==> src/rtl/product_unit_sequencer_if.sv <==
// Bundle of the command, product-unit and response buses of product_unit_sequencer.
//  master : sequencer view (accepts commands, drives the product unit, issues responses)
//  slave  : environment view (execution unit, product unit and response consumer)
//  cmd_*  : valid/ready command with op code and AX/DX/source operands
//  pu_*   : product-unit enable, op, A/B/D operands; R1/R2/OF/CF/FIN results
//  rsp_*  : valid/ready response with AX/DX write-back data, write enables, flags and error
interface product_unit_sequencer_if;
  logic        cmd_valid;
  logic        cmd_ready;
  logic [3:0]  cmd_op;
  logic [15:0] cmd_ax;
  logic [15:0] cmd_dx;
  logic [15:0] cmd_src;

  logic        pu_ena;
  logic [3:0]  pu_op;
  logic [15:0] pu_a;
  logic [15:0] pu_b;
  logic [15:0] pu_d;
  logic [15:0] pu_r1;
  logic [15:0] pu_r2;
  logic        pu_of;
  logic        pu_cf;
  logic        pu_fin;

  logic        rsp_valid;
  logic        rsp_ready;
  logic [15:0] rsp_ax;
  logic [15:0] rsp_dx;
  logic        rsp_ax_we;
  logic        rsp_dx_we;
  logic        rsp_cf;
  logic        rsp_of;
  logic [1:0]  rsp_err;

  modport master (
    input  cmd_valid, cmd_op, cmd_ax, cmd_dx, cmd_src,
    input  pu_r1, pu_r2, pu_of, pu_cf, pu_fin,
    input  rsp_ready,
    output cmd_ready,
    output pu_ena, pu_op, pu_a, pu_b, pu_d,
    output rsp_valid, rsp_ax, rsp_dx, rsp_ax_we, rsp_dx_we, rsp_cf, rsp_of, rsp_err
  );

  modport slave (
    output cmd_valid, cmd_op, cmd_ax, cmd_dx, cmd_src,
    output pu_r1, pu_r2, pu_of, pu_cf, pu_fin,
    output rsp_ready,
    input  cmd_ready,
    input  pu_ena, pu_op, pu_a, pu_b, pu_d,
    input  rsp_valid, rsp_ax, rsp_dx, rsp_ax_we, rsp_dx_we, rsp_cf, rsp_of, rsp_err
  );
endinterface

==> src/rtl/product_unit_sequencer.sv <==
// Initiator side of the product-unit interface. Accepts one ALU command at a time, drives the
// product unit, waits one settle cycle (combinational ops) or for pu_fin (DIV/IDIV), and returns
// AX/DX write-back data, write enables, flags and an error code.
//  clk   : clock, rising edge
//  rst_n : asynchronous active-low reset
//  bus   : product_unit_sequencer_if.master (cmd_*, pu_*, rsp_* buses)
// Parameters: TIMEOUT = max WAIT cycles before the timeout error; TO_W = counter width
// (2**TO_W > TIMEOUT).
// Optional macro PSEQ_DIVOVF_EN: trap unsigned DIV quotient overflow before issuing.
module product_unit_sequencer #(
  parameter int unsigned TIMEOUT = 64,
  parameter int unsigned TO_W    = 7
) (
  input logic                     clk,
  input logic                     rst_n,
  product_unit_sequencer_if.master bus
);

  typedef enum logic [1:0] {StIdle, StSettle, StWait, StResp} state_e;

  localparam logic [TO_W-1:0] TimeoutCnt = TO_W'(TIMEOUT);
  localparam logic [3:0]      OpCwd      = 4'b1101;
  localparam logic [1:0]      ErrOk      = 2'b00;
  localparam logic [1:0]      ErrDiv     = 2'b01;
  localparam logic [1:0]      ErrTo      = 2'b10;

  state_e          state_q, state_d;
  logic [TO_W-1:0] cnt_q, cnt_d;
  logic [3:0]      op_q;
  logic [15:0]     ax_q, dx_q, src_q;
  logic [15:0]     rax_q, rax_d, rdx_q, rdx_d;
  logic            rax_we_q, rax_we_d, rdx_we_q, rdx_we_d;
  logic            rcf_q, rcf_d, rof_q, rof_d;
  logic [1:0]      rerr_q, rerr_d;

  logic            accept, is_div, div_zero, div_ovf;
  logic [15:0]     wb_ax, wb_dx;
  logic            wb_ax_we, wb_dx_we, wb_cf, wb_of;

  assign accept   = (state_q == StIdle) && bus.cmd_valid;
  assign is_div   = (bus.cmd_op[3:2] == 2'b01);
  assign div_zero = bus.cmd_op[0] ? (bus.cmd_src == 16'h0000) : (bus.cmd_src[7:0] == 8'h00);

`ifdef PSEQ_DIVOVF_EN
  // Unsigned quotient would not fit the destination: trap before the unit ever sees it.
  assign div_ovf = ((bus.cmd_op == 4'b0100) && (bus.cmd_ax[15:8] >= bus.cmd_src[7:0])) ||
                   ((bus.cmd_op == 4'b0101) && (bus.cmd_dx >= bus.cmd_src));
`else
  assign div_ovf = 1'b0;
`endif

  // Write-back mapping of the unit's results for the captured op.
  always_comb begin
    wb_ax    = bus.pu_r1;
    wb_dx    = 16'h0000;
    wb_ax_we = 1'b1;
    wb_dx_we = 1'b0;
    if (!op_q[3] && op_q[0]) begin
      wb_dx    = bus.pu_r2;
      wb_dx_we = 1'b1;
    end else if (op_q == OpCwd) begin
      wb_ax    = 16'h0000;
      wb_ax_we = 1'b0;
      wb_dx    = bus.pu_r1;
      wb_dx_we = 1'b1;
    end
    wb_cf = (op_q[3:2] == 2'b00) && bus.pu_cf;
    wb_of = (op_q[3:2] == 2'b00) && bus.pu_of;
  end

  always_comb begin
    state_d  = state_q;
    cnt_d    = cnt_q;
    rax_d    = rax_q;
    rdx_d    = rdx_q;
    rax_we_d = rax_we_q;
    rdx_we_d = rdx_we_q;
    rcf_d    = rcf_q;
    rof_d    = rof_q;
    rerr_d   = rerr_q;
    unique case (state_q)
      StIdle: begin
        cnt_d = '0;
        if (accept) begin
          if (!is_div) begin
            state_d = StSettle;
          end else if (div_zero || div_ovf) begin
            state_d = StResp;
            rerr_d  = ErrDiv;
          end else begin
            state_d = StWait;
            // Counter holds the index of the current WAIT cycle.
            cnt_d   = TO_W'(1);
          end
        end
      end
      StSettle: begin
        state_d  = StResp;
        rax_d    = wb_ax;
        rdx_d    = wb_dx;
        rax_we_d = wb_ax_we;
        rdx_we_d = wb_dx_we;
        rcf_d    = wb_cf;
        rof_d    = wb_of;
        rerr_d   = ErrOk;
      end
      StWait: begin
        // fin has priority over a timeout in the same cycle.
        if (bus.pu_fin) begin
          state_d  = StResp;
          rax_d    = wb_ax;
          rdx_d    = wb_dx;
          rax_we_d = wb_ax_we;
          rdx_we_d = wb_dx_we;
          rcf_d    = wb_cf;
          rof_d    = wb_of;
          rerr_d   = ErrOk;
        end else if (cnt_q == TimeoutCnt) begin
          state_d = StResp;
          rerr_d  = ErrTo;
        end else begin
          cnt_d = cnt_q + TO_W'(1);
        end
      end
      StResp: begin
        if (bus.rsp_ready) begin
          // Clear the response so the buses read zero between transactions.
          state_d  = StIdle;
          cnt_d    = '0;
          rax_d    = 16'h0000;
          rdx_d    = 16'h0000;
          rax_we_d = 1'b0;
          rdx_we_d = 1'b0;
          rcf_d    = 1'b0;
          rof_d    = 1'b0;
          rerr_d   = ErrOk;
        end
      end
      default: state_d = StIdle;
    endcase
  end

  always_ff @(posedge clk or negedge rst_n) begin
    if (!rst_n) begin
      state_q  <= StIdle;
      cnt_q    <= '0;
      rax_q    <= 16'h0000;
      rdx_q    <= 16'h0000;
      rax_we_q <= 1'b0;
      rdx_we_q <= 1'b0;
      rcf_q    <= 1'b0;
      rof_q    <= 1'b0;
      rerr_q   <= ErrOk;
    end else begin
      state_q  <= state_d;
      cnt_q    <= cnt_d;
      rax_q    <= rax_d;
      rdx_q    <= rdx_d;
      rax_we_q <= rax_we_d;
      rdx_we_q <= rdx_we_d;
      rcf_q    <= rcf_d;
      rof_q    <= rof_d;
      rerr_q   <= rerr_d;
    end
  end

  always_ff @(posedge clk or negedge rst_n) begin
    if (!rst_n) begin
      op_q  <= 4'h0;
      ax_q  <= 16'h0000;
      dx_q  <= 16'h0000;
      src_q <= 16'h0000;
    end else if (accept) begin
      op_q  <= bus.cmd_op;
      ax_q  <= bus.cmd_ax;
      dx_q  <= bus.cmd_dx;
      src_q <= bus.cmd_src;
    end
  end

  assign bus.cmd_ready = (state_q == StIdle);
  assign bus.pu_ena    = (state_q == StWait);
  assign bus.pu_op     = (state_q != StIdle) ? op_q  : 4'h0;
  assign bus.pu_a      = (state_q != StIdle) ? ax_q  : 16'h0000;
  assign bus.pu_b      = (state_q != StIdle) ? src_q : 16'h0000;
  assign bus.pu_d      = (state_q != StIdle) ? dx_q  : 16'h0000;

  assign bus.rsp_valid = (state_q == StResp);
  assign bus.rsp_ax    = rax_q;
  assign bus.rsp_dx    = rdx_q;
  assign bus.rsp_ax_we = rax_we_q;
  assign bus.rsp_dx_we = rdx_we_q;
  assign bus.rsp_cf    = rcf_q;
  assign bus.rsp_of    = rof_q;
  assign bus.rsp_err   = rerr_q;

endmodule
==> src/flat_wrapper.sv <==
// flat-port wrapper written by rule: the top's interface ports become plain ports
module product_unit_sequencer_flat 
#(
  parameter int unsigned TIMEOUT = 64,
  parameter int unsigned TO_W    = 7
)
  (clk, rst_n, bus_cmd_valid, bus_cmd_op, bus_cmd_ax, bus_cmd_dx, bus_cmd_src, bus_pu_r1, bus_pu_r2, bus_pu_of, bus_pu_cf, bus_pu_fin, bus_rsp_ready, bus_cmd_ready, bus_pu_ena, bus_pu_op, bus_pu_a, bus_pu_b, bus_pu_d, bus_rsp_valid, bus_rsp_ax, bus_rsp_dx, bus_rsp_ax_we, bus_rsp_dx_we, bus_rsp_cf, bus_rsp_of, bus_rsp_err);
  product_unit_sequencer_if bus_i ();
  input logic clk;
  input logic rst_n;
  input wire logic [$bits(bus_i.cmd_valid)-1:0] bus_cmd_valid;
  input wire logic [$bits(bus_i.cmd_op)-1:0] bus_cmd_op;
  input wire logic [$bits(bus_i.cmd_ax)-1:0] bus_cmd_ax;
  input wire logic [$bits(bus_i.cmd_dx)-1:0] bus_cmd_dx;
  input wire logic [$bits(bus_i.cmd_src)-1:0] bus_cmd_src;
  input wire logic [$bits(bus_i.pu_r1)-1:0] bus_pu_r1;
  input wire logic [$bits(bus_i.pu_r2)-1:0] bus_pu_r2;
  input wire logic [$bits(bus_i.pu_of)-1:0] bus_pu_of;
  input wire logic [$bits(bus_i.pu_cf)-1:0] bus_pu_cf;
  input wire logic [$bits(bus_i.pu_fin)-1:0] bus_pu_fin;
  input wire logic [$bits(bus_i.rsp_ready)-1:0] bus_rsp_ready;
  output wire logic [$bits(bus_i.cmd_ready)-1:0] bus_cmd_ready;
  output wire logic [$bits(bus_i.pu_ena)-1:0] bus_pu_ena;
  output wire logic [$bits(bus_i.pu_op)-1:0] bus_pu_op;
  output wire logic [$bits(bus_i.pu_a)-1:0] bus_pu_a;
  output wire logic [$bits(bus_i.pu_b)-1:0] bus_pu_b;
  output wire logic [$bits(bus_i.pu_d)-1:0] bus_pu_d;
  output wire logic [$bits(bus_i.rsp_valid)-1:0] bus_rsp_valid;
  output wire logic [$bits(bus_i.rsp_ax)-1:0] bus_rsp_ax;
  output wire logic [$bits(bus_i.rsp_dx)-1:0] bus_rsp_dx;
  output wire logic [$bits(bus_i.rsp_ax_we)-1:0] bus_rsp_ax_we;
  output wire logic [$bits(bus_i.rsp_dx_we)-1:0] bus_rsp_dx_we;
  output wire logic [$bits(bus_i.rsp_cf)-1:0] bus_rsp_cf;
  output wire logic [$bits(bus_i.rsp_of)-1:0] bus_rsp_of;
  output wire logic [$bits(bus_i.rsp_err)-1:0] bus_rsp_err;
  assign bus_i.cmd_valid = bus_cmd_valid;
  assign bus_i.cmd_op = bus_cmd_op;
  assign bus_i.cmd_ax = bus_cmd_ax;
  assign bus_i.cmd_dx = bus_cmd_dx;
  assign bus_i.cmd_src = bus_cmd_src;
  assign bus_i.pu_r1 = bus_pu_r1;
  assign bus_i.pu_r2 = bus_pu_r2;
  assign bus_i.pu_of = bus_pu_of;
  assign bus_i.pu_cf = bus_pu_cf;
  assign bus_i.pu_fin = bus_pu_fin;
  assign bus_i.rsp_ready = bus_rsp_ready;
  assign bus_cmd_ready = bus_i.cmd_ready;
  assign bus_pu_ena = bus_i.pu_ena;
  assign bus_pu_op = bus_i.pu_op;
  assign bus_pu_a = bus_i.pu_a;
  assign bus_pu_b = bus_i.pu_b;
  assign bus_pu_d = bus_i.pu_d;
  assign bus_rsp_valid = bus_i.rsp_valid;
  assign bus_rsp_ax = bus_i.rsp_ax;
  assign bus_rsp_dx = bus_i.rsp_dx;
  assign bus_rsp_ax_we = bus_i.rsp_ax_we;
  assign bus_rsp_dx_we = bus_i.rsp_dx_we;
  assign bus_rsp_cf = bus_i.rsp_cf;
  assign bus_rsp_of = bus_i.rsp_of;
  assign bus_rsp_err = bus_i.rsp_err;
  product_unit_sequencer #(.TIMEOUT(TIMEOUT), .TO_W(TO_W)) u_core (.clk(clk), .rst_n(rst_n), .bus(bus_i));
endmodule
==> config.mk <==
export PLATFORM = sky130hd
export DESIGN_NAME = product_unit_sequencer_flat
export DESIGN_NICKNAME = d
export VERILOG_FILES = /design/src/rtl/product_unit_sequencer_if.sv /design/src/rtl/product_unit_sequencer.sv /design/src/flat_wrapper.sv
export SDC_FILE = /design/constraint.sdc
export NUM_CORES = 1
export LEC_CHECK = 0
export ABC_AREA = 0
export CORE_MARGIN = 2
export CORE_UTILIZATION = 43
export DETAILED_ROUTE_END_ITERATION = 16
export PLACE_DENSITY = 0.88
export SKIP_CTS_REPAIR_TIMING = 1
export SLEW_MARGIN = 20
export SYNTH_ARGS = -nofsm -noshare
export SYNTH_HDL_FRONTEND = slang
export SYNTH_SLANG_ARGS = --single-unit
==> constraint.sdc <==
create_clock -name clk -period 2 [get_ports clk]
set_input_delay 0.2 -clock clk [delete_from_list [all_inputs] [get_ports clk]]
set_output_delay 0.2 -clock clk [all_outputs]
set_load 0.01 [all_outputs]
Word level (Yosys, flattened, before mapping)
Cells that the tools add are included.
Operators by class
  add/subtract/negate cells: 1
  eq/ne operators: 14
  muxes and demuxes: 47
  reduce and logical (&&, ||, !) cells: 16
Operator list (count)
  $mux 16: 10
  $pmux 16 s3: 2
  $mux 7: 5
  $pmux 7 s3: 1
  $mux 2: 10
  $logic_not 16->1: 1
  $pmux 2 s4: 2
  $mux 1: 12
  $pmux 1 s3: 4
  $logic_not 8->1: 1
  $ne 2x2->1 const B: 4
  $add 7x1->7 const B: 1
  $eq 7x7->1 const B: 1
  $ne 2x1->1 const B: 3
  $reduce_and 3->1: 2
  $reduce_bool 3->1: 2
  $reduce_and 5->1: 1
  $eq 2x1->1 const B: 2
  $eq 2x2->1 const B: 2
  $eq 4x4->1 const B: 1
  $logic_and 1x1->1: 4
  $logic_not 2->1: 2
  $mux 4: 1
  $reduce_and 4->1: 1
  3 further kinds: 3
Storage, ports and cells
  register bits: 99
  bits of input ports: 91
  output and inout bits: 93
  word-level logic and storage cells: 91

Logic depth before layout (Yosys ltp)
  word-level depth: 6
  gate-level depth with buffers: 8
  gate-level depth less buffers: 7

Worst setup path before layout
Ideal clock, no wire load.
  path type: reg2reg
  from: register u_core.state_q[0]
  to: register u_core.rax_q[10], in the netlist u_core.bus.rsp_ax[10]
  setup time: 0.121 ns
  arrival: 1.743 ns
  required time: 1.879 ns
  path slack: 0.136 ns
  stages on the path, launching flop included: 8
  period minus slack after synthesis: 1.864 ns
  cell sequence: dfrtp_1 > inv_1 > ha_1 > clkbuf_1 > or3_1 > buf_2 > buf_2 > a22o_1
On the way
  longest elaborated chain between the ends: 3
  elaborated cells between the ends (all ways): 8
  those cells by class: eq/ne: 5; mux: 1; reduce/logical: 2
Ends and longest elaborated chain
  from (decl): RTL line product_unit_sequencer.sv:27  | state_e state_q, state_d;
  from (signal assigned): RTL line product_unit_sequencer.sv:145  | state_q <= StIdle;
  from (signal assigned): RTL line product_unit_sequencer.sv:155  | state_q <= state_d;
  $eq 2x2->1 or $eq 2x1->1 (tied branches): RTL line product_unit_sequencer.sv:81  | unique case (state_q)
  $ne 2x2->1 (no source line) or $reduce_bool 3->1 (tied branches)
  $reduce_and 3->1 (no source line)
  to (signal assigned): RTL line product_unit_sequencer.sv:157  | rax_q <= rax_d;
  to (decl): RTL line product_unit_sequencer.sv:31  | logic [15:0] rax_q, rax_d, rdx_q, rdx_d;
Parallel ways exist; a longest one is shown, timed or not.
A chain may end at the register's enable or synchronous reset.

Final worst setup path
Same ends and word-level chain as after synthesis.

==> results_dict.tcl <==
set metrics [dict create \
    cp-end-kind "flip-flop" \
    cpPeakStageDelay_ps 430 \
    tightest_slew_ps 410 \
    row_count 37 \
    dpl.hpwl_microns 9030 \
    worst_path_max_delay_cell "dfrtp_1" \
    synth_top_flop_cell "dfrtp_1" \
    synth_fp_nets 476 \
    synth_top_family_by_area "simple AND/OR/NAND/NOR gates" \
    drive_gt1_frac 0.150 \
    viasPerCell 5.24 \
    status "completed" \
    cts_sinks 99 \
    syn_to_final_growth_pct 55.2 \
    pwr-share-comb 0.565 \
    synth_top_area_share 0.552 \
    antenna_found_initial 0 \
    grtUsageMet3 0.0490 \
    syn_area_sq_um 4490 \
    h-tree-depth 3 \
    power.share.clock 0.113 \
    met2_usage 0.357 \
    wl_per_cell_microns 17.5 \
    avgSynthCellArea_sq_um 11.8 \
    p_int_mw 6.77 \
    arrival_ps 2200 \
    die_x_microns 106 \
    ys_ff_latch 99 \
    cts_buffers 9 \
    cts-root-buf "clkbuf_8" \
    cts_tree "yes" \
    io_pins 184 \
    clkTransAtPathRegs_ps 100 \
    hold_viol 0 \
    seq_power_share 0.322 \
    relSlewSlack 0.726 \
    core-area_sq_um 10200 \
    fin_crit_sh 0.976 \
    synth-xor-area-share 0.00390 \
    dieArea_sq_um 11300 \
    final_core_util 0.681 \
    crit_path_max_fanout 37 \
    worstSetupPathType "flip-flop to flip-flop" \
    required_ps 2250 \
    ir_worst_vdd_uv 698 \
    die_h_microns 106 \
    synth_compound_gate_area_share 0.114 \
    layout_commonest_cell "clkdlybuf4s50_1" \
    start_util 0.439 \
    synth_cell_types 40 \
    switching_share 0.370 \
    setup_ws_ps 47.8 \
    post-route-min-period_ps 1950 \
    fin_skew_ps 14.8 \
    p_switching_mw 3.98 \
    routed_wirelength_microns 12500 \
    routabilityCongestion 0.867 \
    yosys.area.top_type "dfrtp_1" \
    drcViolationCount 0 \
    async_reset_ff_frac 1.00 \
    num_vias 3724 \
    dp_slack_ps 107 \
    drt_pass1_iterations 4 \
    path_cells "buf_4 -> ha_2 -> nor2b_4 -> or3_1 -> buf_12 -> a22o_1" \
    grt_util_all_layers 0.213 \
    ant_nets 0 \
    insertedDiodeCount 0 \
    clock.fmax_mhz 512 \
    hold_class "input port to async pin" \
    grt_max_degree 51 \
    finalSetupViolCount 0 \
    grt_overflow_total 0 \
    leakagePower_nw 3.54 \
    clock_path_buffers 2 \
    synthCells 379 \
    grt_pass1_vias 3685 \
    port_buffers 183 \
    synthTopCellsByArea "dfrtp_1, mux2_2, nor2b_1, mux2_1, a22o_1" \
    yosys.area_share.adder 0.0167 \
    drt_iter0_drc 196 \
    ys_seq_area_frac 0.552 \
    maxSlewViolCount 0 \
    busiest_layer "met2" \
    synth-simple-area-share 0.147 \
    final_cell_mix "clkdlybuf4s50_1, dfrtp_1, nor2b_1, dlymetal6s2s_1, mux2_2" \
    finalNetCount 667 \
    cp-start-kind "flip-flop" \
    met1_usage 0.274 \
    synthMuxAreaShare 0.133 \
    grt_first_pass_wirelength_microns 19000 \
    p_per_area_nw_per_um2 1540 \
    drv_cap 0 \
    clk_latency_ps 370 \
    synth_edf_count 0 \
    yosys_warnings 0 \
]
## power by group through the flow
stage / Combinational (mW) / Sequential (mW) / Clock (mW)
2_1_floorplan: 2.94 / 3.50 / 0
3_3_place_gp: 5.93 / 3.43 / 0
3_5_place_dp: 6.06 / 3.49 / 0
4_1_cts: 6.11 / 3.45 / 1.24
5_1_grt: 6.53 / 3.58 / 1.33
6_report: 6.07 / 3.46 / 1.22
## layout make-up
| cell class | count | area (sq um) |
|---|---|---|
| sequential | 99 | 2480 |
| fill | 713 | 3260 |
| tap | 136 | 170 |
| clock inverter | 7 | 58.8 |
| clock buffer | 9 | 124 |
| multi-input combinational | 249 | 1900 |
| timing repair buffer | 203 | 2210 |
| inverter | 8 | 30.0 |
## registers in the layout (all words and copies together) (netlist names)
name / flops
u_core.ax_q: 16
u_core.bus.rsp_ax: 16
u_core.bus.rsp_dx: 16
u_core.dx_q: 16
u_core.src_q: 16
u_core.cnt_q: 7
u_core.op_q: 4
u_core.bus.rsp_err: 2
u_core.state_q: 2
u_core.bus.rsp_ax_we: 1
u_core.bus.rsp_cf: 1
u_core.bus.rsp_dx_we: 1
u_core.bus.rsp_of: 1
## path summary, 6_finish.rpt
check / slack, ps / endpoint / depth (start not counted) / startpoint
max in group asynchronous: 1050 / u_core.dx_q[4]$_DFFE_PN0P_ / 3 / rst_n
setup / recovery: 50 / u_core.bus.rsp_ax[10]$_DFFE_PN0P_ / 6 / u_core.state_q[0]$_DFFE_PN0P_
min in group clk: 410 / u_core.dx_q[14]$_DFFE_PN0P_ / 2 / bus_cmd_dx[14]
hold reg to reg: 490 / u_core.bus.rsp_dx_we$_DFFE_PN0P_ / 2 / u_core.bus.rsp_dx_we$_DFFE_PN0P_
setup reg to reg: 50 / u_core.bus.rsp_ax[10]$_DFFE_PN0P_ / 6 / u_core.state_q[0]$_DFFE_PN0P_
hold / removal: 310 / u_core.dx_q[13]$_DFFE_PN0P_ / 2 / rst_n
## stage by stage
step / TNS, ps / std cells / power (mW) / hold slack [ps] / cell area [sq um]
2_1_floorplan: 0 / 379 / 6.44 / -95.6 / 4490
3_3_place_gp: 0 / 690 / 9.36 / 159 / 6550
3_5_place_dp: 0 / 690 / 9.55 / 163 / 6550
4_1_cts: -11740 / 706 / 10.8 / -251 / 6730
5_1_grt: -91.7 / 711 / 11.4 / 318 / 6970
6_report: 0 / 711 / 10.8 / 306 / 6970
## Yosys cell counts (2+ instances only)
cell	count
a21o_1	2
mux2_2	36
buf_2	10
o21ai_1	19
a22o_1	18
nand2_1	26
nand4_1	3
clkbuf_1	8
nand3_1	5
or3_1	5
o31ai_1	3
nor2b_1	56
or4_4	2
dfrtp_1	99
mux2_1	16
a22oi_1	16
or4_1	2
ha_1	6
inv_1	8
nor2_1	7
o211ai_1	3
a21oi_1	4
buf_6	2
buf_1	2
o21ai_0	3
nor3_1	3
o21ai_2	2
## kinds of logic (layout without fill, tap and decap cells)
group,after synthesis,count (layout)
AO/OA/AOI/OAI,73,73
XOR/XNOR,2,2
adder cells (fa/ha/maj),6,6
buffers and inverters,31,227
flip-flops,99,99
multiplexers,53,53
AND/OR/NAND/NOR,115,115
## critical path: cells and delay by family, from the launching register on
family          cells  cell delay [ps]
flops               1              430
compound gates      1              260
simple gates        2              570
fa+ha+maj           1              200
buf+inv             2              350
## per-layer routing
| metal | up-vias | part of all wire |
|---|---|---|
| li1 | 1711 | - |
| met1 | 1802 | 0.39 |
| met2 | 190 | 0.50 |
| met3 | 21 | 0.091 |
| met4 | 0 | 0.016 |
| met5 | - | 0 |
Power figures use the tool's default switching activity.
